===== src/rtl/mdu_seq_pkg.sv =====
// Shared definitions for the iterative multiply/divide unit: funct codes,
// FSM state type, step count and an operand magnitude helper.
package MDUops;

    localparam logic [5:0] FUNCT_MULT  = 6'b011000;
    localparam logic [5:0] FUNCT_MULTU = 6'b011001;
    localparam logic [5:0] FUNCT_DIV   = 6'b011010;
    localparam logic [5:0] FUNCT_DIVU  = 6'b011011;

    localparam logic [5:0] MDU_STEPS   = 6'd32;

    typedef enum logic [1:0] {
        IDLE = 2'd0,
        CALC = 2'd1,
        FIX  = 2'd2
    } mdu_state_t;

    // Two's-complement magnitude when the operation is signed, raw value otherwise.
    function automatic logic [31:0] mag(input logic [31:0] v, input logic sgn);
        return (sgn && v[31]) ? (~v + 32'd1) : v;
    endfunction

endpackage


===== src/rtl/mdu_seq_step.sv =====
// One radix-2 iteration: shift-add for multiply, restoring shift-subtract
// for divide. Purely combinational; all state lives in mdu_seq.
module mdu_step (
    input  logic        is_div,
    input  logic [63:0] acc,
    input  logic [31:0] operand,
    output logic [63:0] acc_next
);

    logic [32:0] sum;
    logic [32:0] diff;

    always_comb begin
        sum  = {1'b0, acc[63:32]} + {1'b0, operand};
        // acc[63:31] is the remainder shifted left by one with the next dividend bit.
        diff = acc[63:31] - {1'b0, operand};
        if (is_div) begin
            if (!diff[32]) begin
                acc_next = {diff[31:0], acc[30:0], 1'b1};
            end else begin
                acc_next = {acc[62:0], 1'b0};
            end
        end else begin
            if (acc[0]) begin
                acc_next = {sum, acc[31:1]};
            end else begin
                acc_next = {1'b0, acc[63:1]};
            end
        end
    end

endmodule


===== src/rtl/mdu_seq.sv =====
// Sequential MIPS-style HI/LO multiply/divide unit, 32 cycles per operation
// plus one sign-fix cycle; divide by zero completes in a single cycle.
//
// state | meaning
// IDLE  | waiting for start; MTHI/MTLO writes accepted here
// CALC  | one radix-2 step per cycle, 32 steps
// FIX   | sign correction and HI/LO writeback (no-op after divide by zero)
module mdu_seq (
    input  logic        clk,
    input  logic        rst,
    input  logic        start,
    input  logic [5:0]  funct,
    input  logic [31:0] rs_val,
    input  logic [31:0] rt_val,
    input  logic        wr_hi,
    input  logic        wr_lo,
    input  logic [31:0] wdata,
    input  logic        flush,
    output logic [31:0] hi,
    output logic [31:0] lo,
    output logic        busy,
    output logic        done
);

    import MDUops::*;

    mdu_state_t  state, state_next;
    logic [5:0]  cnt;
    logic [63:0] acc;
    logic [63:0] acc_next;
    logic [31:0] opnd;
    logic        op_div;
    logic        neg_q;
    logic        neg_r;
    logic        dz;

    logic        f_valid;
    logic        f_div;
    logic        f_signed;
    logic        accept;
    logic        div_zero;
    logic [63:0] prod_fix;
    logic [31:0] quot_fix;
    logic [31:0] rem_fix;

    assign f_valid  = (funct == FUNCT_MULT) || (funct == FUNCT_MULTU) ||
                      (funct == FUNCT_DIV)  || (funct == FUNCT_DIVU);
    assign f_div    = funct[1];
    assign f_signed = ~funct[0];

    mdu_step u_step (
        .is_div   (op_div),
        .acc      (acc),
        .operand  (opnd),
        .acc_next (acc_next)
    );

    always_comb begin
        state_next = state;
        accept     = 1'b0;
        div_zero   = 1'b0;
        case (state)
            IDLE: begin
                if (start && f_valid && !flush) begin
                    accept     = 1'b1;
                    div_zero   = f_div && (rt_val == 32'd0);
                    state_next = div_zero ? FIX : CALC;
                end
            end
            CALC: begin
                if (flush) begin
                    state_next = IDLE;
                end else if (cnt == MDU_STEPS - 6'd1) begin
                    state_next = FIX;
                end
            end
            FIX:     state_next = IDLE;
            default: state_next = IDLE;
        endcase
    end

    always_comb begin
        prod_fix = neg_q ? (~acc + 64'd1) : acc;
        quot_fix = neg_q ? (~acc[31:0] + 32'd1) : acc[31:0];
        rem_fix  = neg_r ? (~acc[63:32] + 32'd1) : acc[63:32];
    end

    always_ff @(posedge clk or posedge rst) begin
        if (rst) begin
            state <= IDLE;
            busy  <= 1'b0;
        end else begin
            state <= state_next;
            busy  <= (state_next != IDLE);
        end
    end

    always_ff @(posedge clk or posedge rst) begin
        if (rst) begin
            cnt    <= '0;
            acc    <= '0;
            opnd   <= '0;
            op_div <= 1'b0;
            neg_q  <= 1'b0;
            neg_r  <= 1'b0;
            dz     <= 1'b0;
            hi     <= '0;
            lo     <= '0;
            done   <= 1'b0;
        end else begin
            done <= 1'b0;
            case (state)
                IDLE: begin
                    if (accept) begin
                        op_div <= f_div;
                        neg_q  <= f_signed && (rs_val[31] ^ rt_val[31]);
                        neg_r  <= f_signed && rs_val[31];
                        acc    <= {32'd0, mag(rs_val, f_signed)};
                        opnd   <= mag(rt_val, f_signed);
                        cnt    <= '0;
                        dz     <= div_zero;
                        if (div_zero) begin
                            hi   <= rs_val;
                            lo   <= '1;
                            done <= 1'b1;
                        end
                    end else begin
                        if (wr_hi) hi <= wdata;
                        if (wr_lo) lo <= wdata;
                    end
                end
                CALC: begin
                    acc <= acc_next;
                    cnt <= cnt + 6'd1;
                end
                FIX: begin
                    if (!flush && !dz) begin
                        if (op_div) begin
                            hi <= rem_fix;
                            lo <= quot_fix;
                        end else begin
                            hi <= prod_fix[63:32];
                            lo <= prod_fix[31:0];
                        end
                        done <= 1'b1;
                    end
                end
                default: ;
            endcase
        end
    end

endmodule


===== config.mk =====
export PLATFORM = sky130hd
export DESIGN_NAME = mdu_seq
export DESIGN_NICKNAME = d
export VERILOG_FILES = /design/src/rtl/mdu_seq_pkg.sv /design/src/rtl/mdu_seq_step.sv /design/src/rtl/mdu_seq.sv
export SDC_FILE = /design/constraint.sdc
export NUM_CORES = 1
export LEC_CHECK = 0
export CAP_MARGIN = 20
export CORE_AREA = 2 2 159 223
export CTS_BUF_LIST = sky130_fd_sc_hd__clkbuf_2
export DETAILED_ROUTE_END_ITERATION = 8
export DIE_AREA = 0 0 161 225
export PLACE_DENSITY = 0.65
export SLEW_MARGIN = 5
export SYNTH_ARGS = -nofsm -noshare
export SYNTH_HDL_FRONTEND = slang
export SYNTH_SLANG_ARGS = --single-unit

===== constraint.sdc =====
create_clock -name clk -period 11.4 [get_ports clk]
set_input_delay 3.42 -clock clk [delete_from_list [all_inputs] [get_ports clk]]
set_output_delay 3.42 -clock clk [all_outputs]
set_load 0.005 [all_outputs]

==> results of run 1 <==
[cells by family after synthesis]
family          after synthesis  synth area share
buf+inv                     191            0.0504
xor+xnor                    164            0.0949
compound gates              662             0.278
simple gates                642             0.191
flops                       174             0.288
fa+ha+maj                    71            0.0597
mux                          57            0.0380
[sequential cells by signal (all words and copies together) (netlist names), 2 cells and up]
| register | count |
|---|---|
| hi | 32 |
| state | 2 |
| opnd | 32 |
| lo | 32 |
| acc | 64 |
| cnt | 6 |
[layer usage]
layer / GRT usage / share of wire
met4: 0.151 / 0.052
met3: 0.0283 / 0.050
met1: 0.334 / 0.40
met5: 0 / 0
met2: 0.503 / 0.50
[synth_stat cells (48+ instances only)]
cell	count	area share
o21ai_0	197	0.065
ha_1	69	0.057
clkbuf_1	113	0.028
a31oi_1	48	0.020
mux2i_1	53	0.035
a21oi_1	153	0.051
inv_1	61	0.015
dfrtp_1	174	0.29
nand2_1	270	0.067
nor2_1	175	0.043
xnor2_1	79	0.046
xor2_1	85	0.049
[cell type report]
| type | count | area share |
|---|---|---|
| multi-input combinational | 1596 | 0.582 |
| sequential | 174 | 0.251 |
| timing repair buffer | 192 | 0.108 |
| tap | 451 | 0.0325 |
| inverter | 62 | 0.0137 |
| clock inverter | 14 | 0.00893 |
| clock buffer | 17 | 0.00489 |
| antenna | 1 | 0.000144 |
[final timing paths]
check	cells past startpoint	slack [ns]	to
setup / recovery	12	4.91	acc[30]
hold / removal	2	0.52	hi[2]
setup reg to reg	12	6.48	acc[56]
hold reg to reg	2	0.52	hi[2]
max in group asynchronous	3	7.30	opnd[15]
min in group asynchronous	2	2.79	acc[8]
[worst register-to-register path, stage by stage (launching register included)]
cell       delay [ns]
dfrtp_1          0.57
inv_1            0.21
ha_1             0.28
fa_1             0.39
nand2b_1         0.21
a21oi_1          0.35
o2111ai_1        0.25
a31oi_1          0.63
a31oi_1          0.46
xor2_4           0.91
nor2_1           0.18
a211oi_1         0.29
o31ai_1          0.11
[cells in the final DEF (no fill, tap or decap), types with 11 or more instances in the layout]
master,n
mux2i_1,53
nand2b_1,15
clkdlybuf4s50_1,173
o21ai_0,197
a221oi_1,22
o31ai_1,31
and2_1,11
a22o_1,12
nor4_1,16
xnor2_1,78
nor2_1,174
o21a_1,16
or3_1,16
o211ai_1,20
ha_1,69
o221ai_1,25
a21oi_1,153
a211oi_1,19
nand4_1,15
a21o_1,20
nand2_1,270
dfrtp_1,173
inv_1,60
o21bai_1,11
a31oi_1,48
xor2_1,84
nand3_1,29
clkbuf_2,17
buf_4,19
nor3_1,40
[through the flow]
step	utilization	area [sq um]	worst slack, ns	instances
finish	0.511	17400	4.91	2507
detailed placement	0.504	17100	4.00	2475
global placement	0.504	17100	4.01	2475
floorplan	-	15100	3.26	1961
global route	0.511	17400	4.73	2507
CTS	0.511	17400	4.99	2506
[where the power goes]
group | leakage [nW] | internal, mW | total, mW | switching, mW
clock | 0.144 | 0.104 | 0.354 | 0.250
combinational | 4.79 | 0.937 | 2.29 | 1.35
sequential | 2.15 | 0.756 | 1.04 | 0.282
total | 7.09 | 1.80 | 3.68 | 1.88
==> results_dict.tcl, run 1 <==
set metrics [dict create \
    coreArea_sq_um 34000 \
    startpoint_type "input port" \
    antenna_found_initial 1 \
    crit_type "input port to register" \
    hold_path_class "register to register" \
    portBuffers 173 \
    power_leakage_nw 7.09 \
    synth_area_sq_um 15100 \
    crit_arrival_ns 7.32 \
    wire_per_inst_um 20.3 \
    rows 80 \
    vias_per_cell 6.04 \
    layout.nets 2222 \
    drtPass1Iterations 5 \
    synth_edf_count 0 \
    htreeDepth 4 \
    cts_buffer_depth 2 \
    path_cells "clkdlybuf4s50_1 -> inv_1 -> ha_1 -> or3b_2 -> or4_1 -> or3_1 -> nor4_1 -> a31o_2 -> o21ai_0 -> xor2_1 -> a21oi_1 -> o21ai_0" \
    skew_ns 0.0617 \
    routabilityCongestion 0.963 \
    worst_slew_pin_slew_ns 1.09 \
    totalWireLength_um 50900 \
    tritoncts "yes" \
    drt_iter0_markers 906 \
    clkTransAtPathRegs_ns 0.28 \
    synth_nets 2140 \
    crit_path_end_kind "register" \
    critPathMaxFanout 5 \
    yosysSeqAreaShare 0.288 \
    die-area_sq_um 36200 \
    cpLargestDelayFamily "simple AND/OR/NAND/NOR gates" \
    finalPower_mw 3.68 \
    clk_root_buffer_cell "clkbuf_2" \
    synth_cell_types 77 \
    fillerInstances 3389 \
    synth_async_sr_flop_share 1.00 \
    final-setup-viol-count 0 \
    die_y_um 225 \
    grt_max_degree 93 \
    worstPathRequired_ns 12.24 \
    num_vias 15200 \
    cp_num_buf_inv 2 \
    grt-ovfl-total 0 \
    rsz0062_at_grt "no" \
    vdd_ir_drop_max_v 0.0000969 \
    start_util 0.445 \
    reg2reg_from "acc[31]" \
    finalHoldViolations 0 \
    grt_pass1_wl_um 80700 \
    ys_ff_latch 174 \
    hold_start "hi[2]" \
    synthFlopType "dfrtp_1" \
    drive_gt1_frac 0.0409 \
    remaining_drc_errors 0 \
    syn_avg_cell_area_sq_um 7.72 \
    timing.final.crit_share 0.569 \
    crit_top_cell "o21ai_0" \
    final.setup.tns_ns 0 \
    seqCellArea_sq_um 4360 \
    max_freq_mhz 154 \
    synth_cells 1961 \
    numCtsBuffers 17 \
    timing.hold.ws_ns 0.516 \
    syn_to_final_growth_pct 14.8 \
    min_period_ns 6.49 \
    worstSetupStartpoint "rs_val[0]" \
    clock-sinks 174 \
    cap_viol_max_count 0 \
    grt_pass1_vias 14700 \
    yosys_warnings 0 \
    clk-insertion-delay-late_ns 0.94 \
    drv_slew 0 \
    hold_buffers 0 \
    critPathMaxStageDelay_ns 0.91 \
    status "complete, no violations" \
    multiInputGateArea_sq_um 10100 \
    num_io_pins 174 \
    cp_slowest_cell "nor4_1" \
    ant_nets 0 \
    track_usage 0.282 \
    cts-resized-gates 0 \
    fp.dieW_um 161 \
    p_per_area_nw_per_um2 212 \
    slew_headroom 0.266 \
    cts_setup_buffers 0 \
    place_hpwl_um 38800 \
]
(Power assumes the default switching activity.)
==> run 2, diff against run 1 <==
Clock period 11.4 ns to 6.34 ns, I/O delays scaled along.
==> run 2 against run 1 <==
Worst setup slack lost 3.5 ns. Combinational power rose by 81%. Clock skew down 0.0077 ns. Critical path type is now register to register. Critical endpoint is now acc[40]. Highest routed layer unchanged.
==> results_dict.tcl, run 2 (synthesized netlist as in run 1, its figures left out) <==
set metrics [dict create \
    cp_num_buf_inv 2 \
    syn_to_final_growth_pct 16.0 \
    rows 80 \
    clk-insertion-delay-late_ns 0.93 \
    vias_per_cell 6.05 \
    final.setup.tns_ns 0 \
    crit_type "register to register" \
    hold_buffers 0 \
    fp.dieW_um 161 \
    final_common_cell "nand2_1" \
    remaining_drc_errors 0 \
    min_period_ns 4.93 \
    antenna_found_initial 1 \
    start_util 0.445 \
    drt_iter0_markers 1121 \
    timing.final.crit_share 0.778 \
    critPathMaxFanout 15 \
    grt_pass1_vias 14700 \
    track_usage 0.283 \
    finalCoreUtilization 0.516 \
    placed_area_sq_um 17300 \
    top_register "acc" \
    clk_root_buffer_cell "clkbuf_2" \
    worstPathRequired_ns 7.15 \
    timing.hold.ws_ns 0.516 \
    num_io_pins 174 \
    finalHoldViolations 0 \
    rsz0062_at_grt "no" \
    portBuffers 173 \
    die-area_sq_um 36200 \
    status "complete, no violations" \
    num_vias 15300 \
    power_leakage_nw 7.18 \
    grt-ovfl-total 0 \
    wire_per_inst_um 20.6 \
    totalWireLength_um 51900 \
    cts_buffer_depth 2 \
    crit_arrival_ns 5.74 \
    startpoint_type "register" \
    crit_path_end_kind "register" \
    layout.nets 2241 \
    max_freq_mhz 203 \
    final-setup-viol-count 0 \
    drtPass1Iterations 6 \
    routabilityCongestion 0.965 \
    largest_register_ffs 64 \
    fillerInstances 3369 \
    cpLargestDelayFamily "compound AO/OA/AOI/OAI gates" \
    drive_gt1_frac 0.0501 \
    worst_slew_pin_slew_ns 1.03 \
    p_per_area_nw_per_um2 378 \
    clkTransAtPathRegs_ns 0.29 \
    tritoncts "yes" \
    die_y_um 225 \
    clock-sinks 174 \
    vdd_ir_drop_max_v 0.000257 \
    layout_common_cells "270 x nand2_1, 197 x o21ai_0, 174 x nor2_1" \
    slew_headroom 0.310 \
    coreArea_sq_um 34000 \
    final_area_sq_um 17600 \
    numCtsBuffers 17 \
    cts_setup_buffers 0 \
    grt_pass1_wl_um 80600 \
    place_hpwl_um 40200 \
    finalPower_mw 6.64 \
    skew_ns 0.0540 \
    cts-resized-gates 0 \
    cp_slowest_cell "xnor2_4" \
    grt_max_degree 93 \
    cap_viol_max_count 0 \
    critPathMaxStageDelay_ns 0.66 \
    ant_nets 0 \
    path_cells "inv_1 -> ha_1 -> fa_1 -> nand2b_1 -> a21oi_1 -> o2111ai_1 -> a31oi_1 -> a31oi_1 -> xnor2_4 -> buf_4 -> mux2i_1 -> mux2i_1 -> a22o_1" \
    drv_slew 0 \
    hold_path_class "register to register" \
    htreeDepth 4 \
]
-- run 2: metrics by stage --
step / setup WS [ns] / cells
final: 1.41 / 2526
after global routing: 1.17 / 2526
after CTS: 1.42 / 2523
after detailed placement: 0.537 / 2492
after global placement: 0.625 / 2492
after floorplan: 1.71 / 1961
-- run 2: cell type report --
class	instances	area, sq um	share of cell area
repair buffers	211	2060	0.117
clock inverters	12	136	0.00777
inverters	62	236	0.0135
well taps	451	564	0.0321
flip-flops and latches	174	4360	0.248
diodes	1	2.50	0.000143
clock buffers	19	95.1	0.00542
multi-input cells	1596	10100	0.576
-- run 2: worst reg2reg max path, delay by kind of cell, from the launching register on --
| kind | cells | cell delay (ns) |
|---|---|---|
| buffers and inverters | 2 | 0.56 |
| xor gates and xnor gates | 1 | 0.66 |
| AOI/OAI and AO/OA | 5 | 1.77 |
| adders and majority gates | 2 | 0.70 |
| and+or+nand+nor | 1 | 0.20 |
| muxes | 2 | 0.32 |
| DFF | 1 | 0.60 |
-- run 2: power by group --
| group | total, mW | internal, mW | switching, mW |
|---|---|---|---|
| registers | 1.87 | 1.36 | 0.507 |
| logic | 4.15 | 1.71 | 2.45 |
| clock network | 0.620 | 0.186 | 0.434 |
| total | 6.64 | 3.25 | 3.39 |
-- run 2: worst paths after layout --
kind	start	end	slack [ns]	cells past startpoint
worst max-delay path	acc[31]	acc[40]	1.41	13
worst min-delay path	cnt[5]	cnt[5]	0.52	1
worst max register to register	acc[31]	acc[40]	1.41	13
worst min register to register	cnt[5]	cnt[5]	0.52	1
max in group asynchronous	rst	acc[40]	4.02	3
min in group asynchronous	rst	acc[22]	1.37	2
-- run 2: metal layers --
| layer | track usage | wire [um] | up-vias | part of all wire |
|---|---|---|---|---|
| met2 | 0.522 | 26600 | 581 | 0.51 |
| met3 | 0.0278 | 2700 | 123 | 0.052 |
| li1 | - | - | 7327 | - |
| met4 | 0.133 | 2200 | 0 | 0.042 |
| met1 | 0.329 | 20500 | 7247 | 0.39 |
| met5 | 0 | 0 | - | 0 |
==> run 3, diff against run 2 <==
Clock period 6.34 ns to 5.1 ns, I/O delays scaled along.
==> run 3 against run 2 <==
Non-clock buffer count increased by 21. Flip-flop and latch count is the same. Via count rose by 0.28%. Critical endpoint is now acc[33]. Cell count is 0.87% higher. Worst setup slack got worse by 0.59 ns. Highest routed layer unchanged. Combinational power is 27% higher. Routed wire length rose by 2.7%. Worst hold slack lost 0.0043 ns. Register-to-register slack got worse by 0.59 ns. Clock-buffer cell count is 2 lower. Maximum frequency grew 15%.
==> results_dict.tcl, run 3 (synthesized netlist as in run 1, its figures left out) <==
set metrics [dict create \
    power_leakage_nw 7.28 \
    rows 80 \
    wire_per_inst_um 20.9 \
    crit_arrival_ns 5.08 \
    path_cells "inv_1 -> fa_1 -> nand2b_1 -> a21oi_1 -> o2111ai_1 -> a31oi_1 -> a31oi_1 -> xnor2_4 -> buf_4 -> a211oi_1 -> a221o_1" \
    clock-sinks 174 \
    hold_path_class "register to register" \
    clk-insertion-delay-late_ns 0.91 \
    antenna_found_initial 1 \
    skew_ns 0.0483 \
    die-area_sq_um 36200 \
    syn_to_final_growth_pct 17.0 \
    crit_top_cell "a31oi_1" \
    critPathMaxFanout 12 \
    final.setup.tns_ns 0 \
    worst_slew_pin_slew_ns 0.950 \
    grt_max_degree 93 \
    critPathMaxStageDelay_ns 0.61 \
    status "complete, no violations" \
    worstPathRequired_ns 5.90 \
    startpoint_type "register" \
    cpLargestDelayFamily "compound AO/OA/AOI/OAI gates" \
    drv_slew 0 \
    seqCellArea_sq_um 4360 \
    drtPass1Iterations 5 \
    max_freq_mhz 234 \
    final_common_cell "nand2_1" \
    final_area_sq_um 17700 \
    place_hpwl_um 41700 \
    cp_slowest_cell "dfrtp_1" \
    numCtsBuffers 17 \
    drive_gt1_frac 0.0592 \
    num_vias 15300 \
    finalCoreUtilization 0.520 \
    cap_viol_max_count 0 \
    rsz0062_at_grt "no" \
    ant_nets 0 \
    grt-ovfl-total 0 \
    clkTransAtPathRegs_ns 0.25 \
    cts-resized-gates 0 \
    placed_area_sq_um 17500 \
    clk_root_buffer_cell "clkbuf_2" \
    crit_type "register to register" \
    track_usage 0.296 \
    top_register "acc" \
    timing.final.crit_share 0.839 \
    cp_num_buf_inv 2 \
    r2r_setup_slack_ns 0.82 \
    fillerInstances 3374 \
    grt_pass1_vias 15000 \
    remaining_drc_errors 0 \
    min_period_ns 4.28 \
    layout_common_cells "270 x nand2_1, 197 x o21ai_0, 174 x nor2_1" \
    tritoncts "yes" \
    finalHoldViolations 0 \
    cts_buffer_depth 2 \
    grt_pass1_wl_um 83700 \
    routabilityCongestion 0.920 \
    crit_path_end_kind "register" \
    vdd_ir_drop_max_v 0.000329 \
    hold_buffers 0 \
    coreArea_sq_um 34000 \
    cts_setup_buffers 0 \
    die_y_um 225 \
    timing.hold.ws_ns 0.512 \
    portBuffers 173 \
    fp.dieW_um 161 \
    drt_iter0_markers 1132 \
    vias_per_cell 6.01 \
    start_util 0.445 \
    layout.nets 2262 \
    htreeDepth 4 \
    totalWireLength_um 53400 \
    multiInputGateArea_sq_um 10100 \
    final-setup-viol-count 0 \
    num_io_pins 174 \
    slew_headroom 0.367 \
    p_per_area_nw_per_um2 471 \
    largest_register_ffs 64 \
]
## run 3: area by class of cell
class,instances,area share
antenna,1,0.000141
timing repair buffer,232,0.126
inverter,62,0.0134
tap,451,0.0319
multi-input combinational,1596,0.570
sequential,174,0.246
clock inverter,15,0.00834
clock buffer,17,0.00480
## run 3: stage by stage
stage          std cells  power (mW)  setup slack (ns)
4_1_cts             2547        8.28             0.820
3_3_place_gp        2515        7.44             0.154
2_1_floorplan       1961        5.84             0.839
5_1_grt             2548        8.99             0.574
6_report            2548        8.34             0.822
3_5_place_dp        2515        7.51            0.0628
## run 3: where the power goes
group	switching, mW	total [mW]	leakage [nW]	internal (mW)
registers	0.591	2.28	2.15	1.69
logic	3.10	5.28	4.99	2.18
clock network	0.553	0.775	0.131	0.222
total	4.24	8.34	7.28	4.10
## run 3: path summary, 6_finish.rpt
path / start / endpoint / cells after the start
worst min register to register: hi[21] / hi[21] / 2
max in group asynchronous: rst / lo[2] / 3
min in group asynchronous: rst / lo[18] / 2
worst min-delay path: hi[21] / hi[21] / 2
worst max register to register: acc[32] / acc[33] / 11
worst max-delay path: acc[32] / acc[33] / 11
## run 3: tightest hold or removal path, stage by stage, from the launching register on
cell,delay (ns)
dfrtp_1,0.40
nand2_1,0.04
o21ai_0,0.05
## run 3: routing by layer
| layer | track usage | vias to the layer above | part of all wire |
|---|---|---|---|
| met5 | 0 | - | 0 |
| met4 | 0.146 | 0 | 0.051 |
| met3 | 0.0372 | 150 | 0.051 |
| met2 | 0.536 | 584 | 0.50 |
| met1 | 0.344 | 7190 | 0.40 |
| li1 | - | 7397 | - |
==> RTL edit: new RTL, settings of run 3 <==
Reset style: synchronous (`rst`), changed in 2 clocked blocks.
--- a/src/rtl/mdu_seq.sv
+++ b/src/rtl/mdu_seq.sv
@@ -87,3 +87,3 @@
 
-    always_ff @(posedge clk or posedge rst) begin
+    always_ff @(posedge clk) begin
         if (rst) begin
@@ -97,3 +97,3 @@
 
-    always_ff @(posedge clk or posedge rst) begin
+    always_ff @(posedge clk) begin
         if (rst) begin
Formal check against the unedited RTL: differs if rst is asserted again (counterexample within 4 cycles, from zero or initial values and one cycle with rst high); with rst held inactive, the same outputs for 4 cycles.
==> RTL edit against run 3 <==
Synthesized area fell by 2.7%; cell area fell by 3.2%; clock skew rose by 0.021 ns; first-iteration DRC count up 22%; non-clock buffer count shrank 11; setup slack improved by 0.18 ns; wire length is 4.2% higher; sequential cell count stayed put.
Power is not compared: it rests on default switching activity, and its combinational part moved more than twofold at a synthesized area within 25%.
==> RTL edit: results (changes against run 3) <==
metric,value,unit,change
routabilityCongestion,1.03,,was 0.920
worstHoldStart,dz$_SDFFE_PP0P_,,was hi[21]$_DFFE_PP0P_
grt_use_total,0.302,,was 0.296
place_area,16800,µm²,was 17500 µm²
post-dp-hpwl,42900,µm,was 41700 µm
timing.critical_path.slowest_cell_delay,0.68,ns,was 0.61 ns
most_used_standard_cells_in_the_synthesized_netlist,"270 x nor2_1, 174 x dfxtp_1, 154 x a21oi_1",,"was 270 x nand2_1, 197 x o21ai_0, 175 x nor2_1"
critPathArrivalTime,4.98,ns,was 5.08 ns
num_vias,15200,,was 15300
timing.hold.worst_endpoint,dz$_SDFFE_PP0P_,,was hi[21]$_DFFE_PP0P_
run_status,completed,,unchanged
placement_stage_worst_setup_slack,0.142,ns,was 0.0628 ns
final_util,0.504,,was 0.520
first_global_vias,14500,,was 15000
synth-seq-area-share,0.236,,was 0.288
grt_start_max_net_pins,111,,was 93
timing.reg2reg.worst_path_depth,9,,was 11
syn_inst,1946,,was 1961
cts.path.max_buffers,2,,unchanged
net_count_after_synthesis,2125,,was 2140
cells_taking_the_most_area_after_synthesis,"dfxtp_1 24%, nor2_1 6.9%, ha_1 5.9%",,"was dfrtp_1 29%, nand2_1 6.7%, o21ai_0 6.5%"
io_buffer_count,173,,unchanged
detailedRoute.firstIterationViolations,1384,,was 1132
cpLargestDelayFamily,simple AND/OR/NAND/NOR gates,,was compound AO/OA/AOI/OAI gates
rr_startpoint,acc[2]$_SDFFE_PP0P_,,was acc[32]$_DFFE_PP0P_
detail_route.wirelength,55600,µm,was 53400 µm
worst-slew-pin-transition,1.05,ns,was 0.950 ns
worst_hold_slack,0.496,ns,was 0.512 ns
ys_types,88,,was 77
timing.rr.end,hi[12]$_SDFFE_PP0P_,,was acc[33]$_DFFE_PP0P_
avgRoutedWirePerCell,22.2,µm,was 20.9 µm
ys_async_sr_fraction,0,,was 1.00
grt_pass1_wl,84000,µm,was 83700 µm
worst-path-max-fanout,10,,was 12
num-nets-final,2216,,was 2262
cp_slowest_cell,nor3b_1,,was dfrtp_1
place_inst,2467,,was 2515
post_route_cells_drive_above_1_share,0.0649,,was 0.0592
==> RTL edit: worst max-delay path by stage <==
stage | end | from | slack [ns]
after floorplan | lo[4]$_SDFFE_PP0P_ | rt_val[10] | 0.94
after global placement | lo[23]$_SDFFE_PP0P_ | rt_val[10] | 0.21
after detailed placement | lo[8]$_SDFFE_PP0P_ | rt_val[10] | 0.14
after CTS | acc[36]$_SDFFE_PP0P_ | acc[38]$_SDFFE_PP0P_ | 1.03
after global routing | acc[41]$_SDFFE_PP0P_ | acc[38]$_SDFFE_PP0P_ | 0.81
final | hi[12]$_SDFFE_PP0P_ | acc[2]$_SDFFE_PP0P_ | 1.0
==> RTL edit: layer usage <==
metal	GRT usage	vias to the layer above	wire, µm
li1	-	7380	-
met1	0.333	7085	20900
met2	0.532	619	27200
met3	0.0412	165	3280
met4	0.216	0	4160
met5	0	-	0
==> RTL edit: area by class of cell <==
| type | instances | area share |
|---|---|---|
| Tap cell | 451 | 0.0329 |
| Clock inverter | 15 | 0.0120 |
| Sequential cell | 174 | 0.203 |
| Timing Repair Buffer | 221 | 0.126 |
| Multi-Input combinational cell | 1568 | 0.609 |
| Inverter | 55 | 0.0120 |
| Antenna cell | 1 | 0.000146 |
| Clock buffer | 17 | 0.00496 |
==> RTL edit: cell families (layout without fill, tap and decap cells) <==
kind of cell	after synthesis	after routing	share of synthesized area
compound gates	652	652	0.319
buf+inv	204	308	0.0565
other cells	0	1	0
mux	36	36	0.0246
flops	174	174	0.236
simple gates	642	642	0.203
xor+xnor	167	167	0.0993
fa+ha+maj	71	71	0.0613
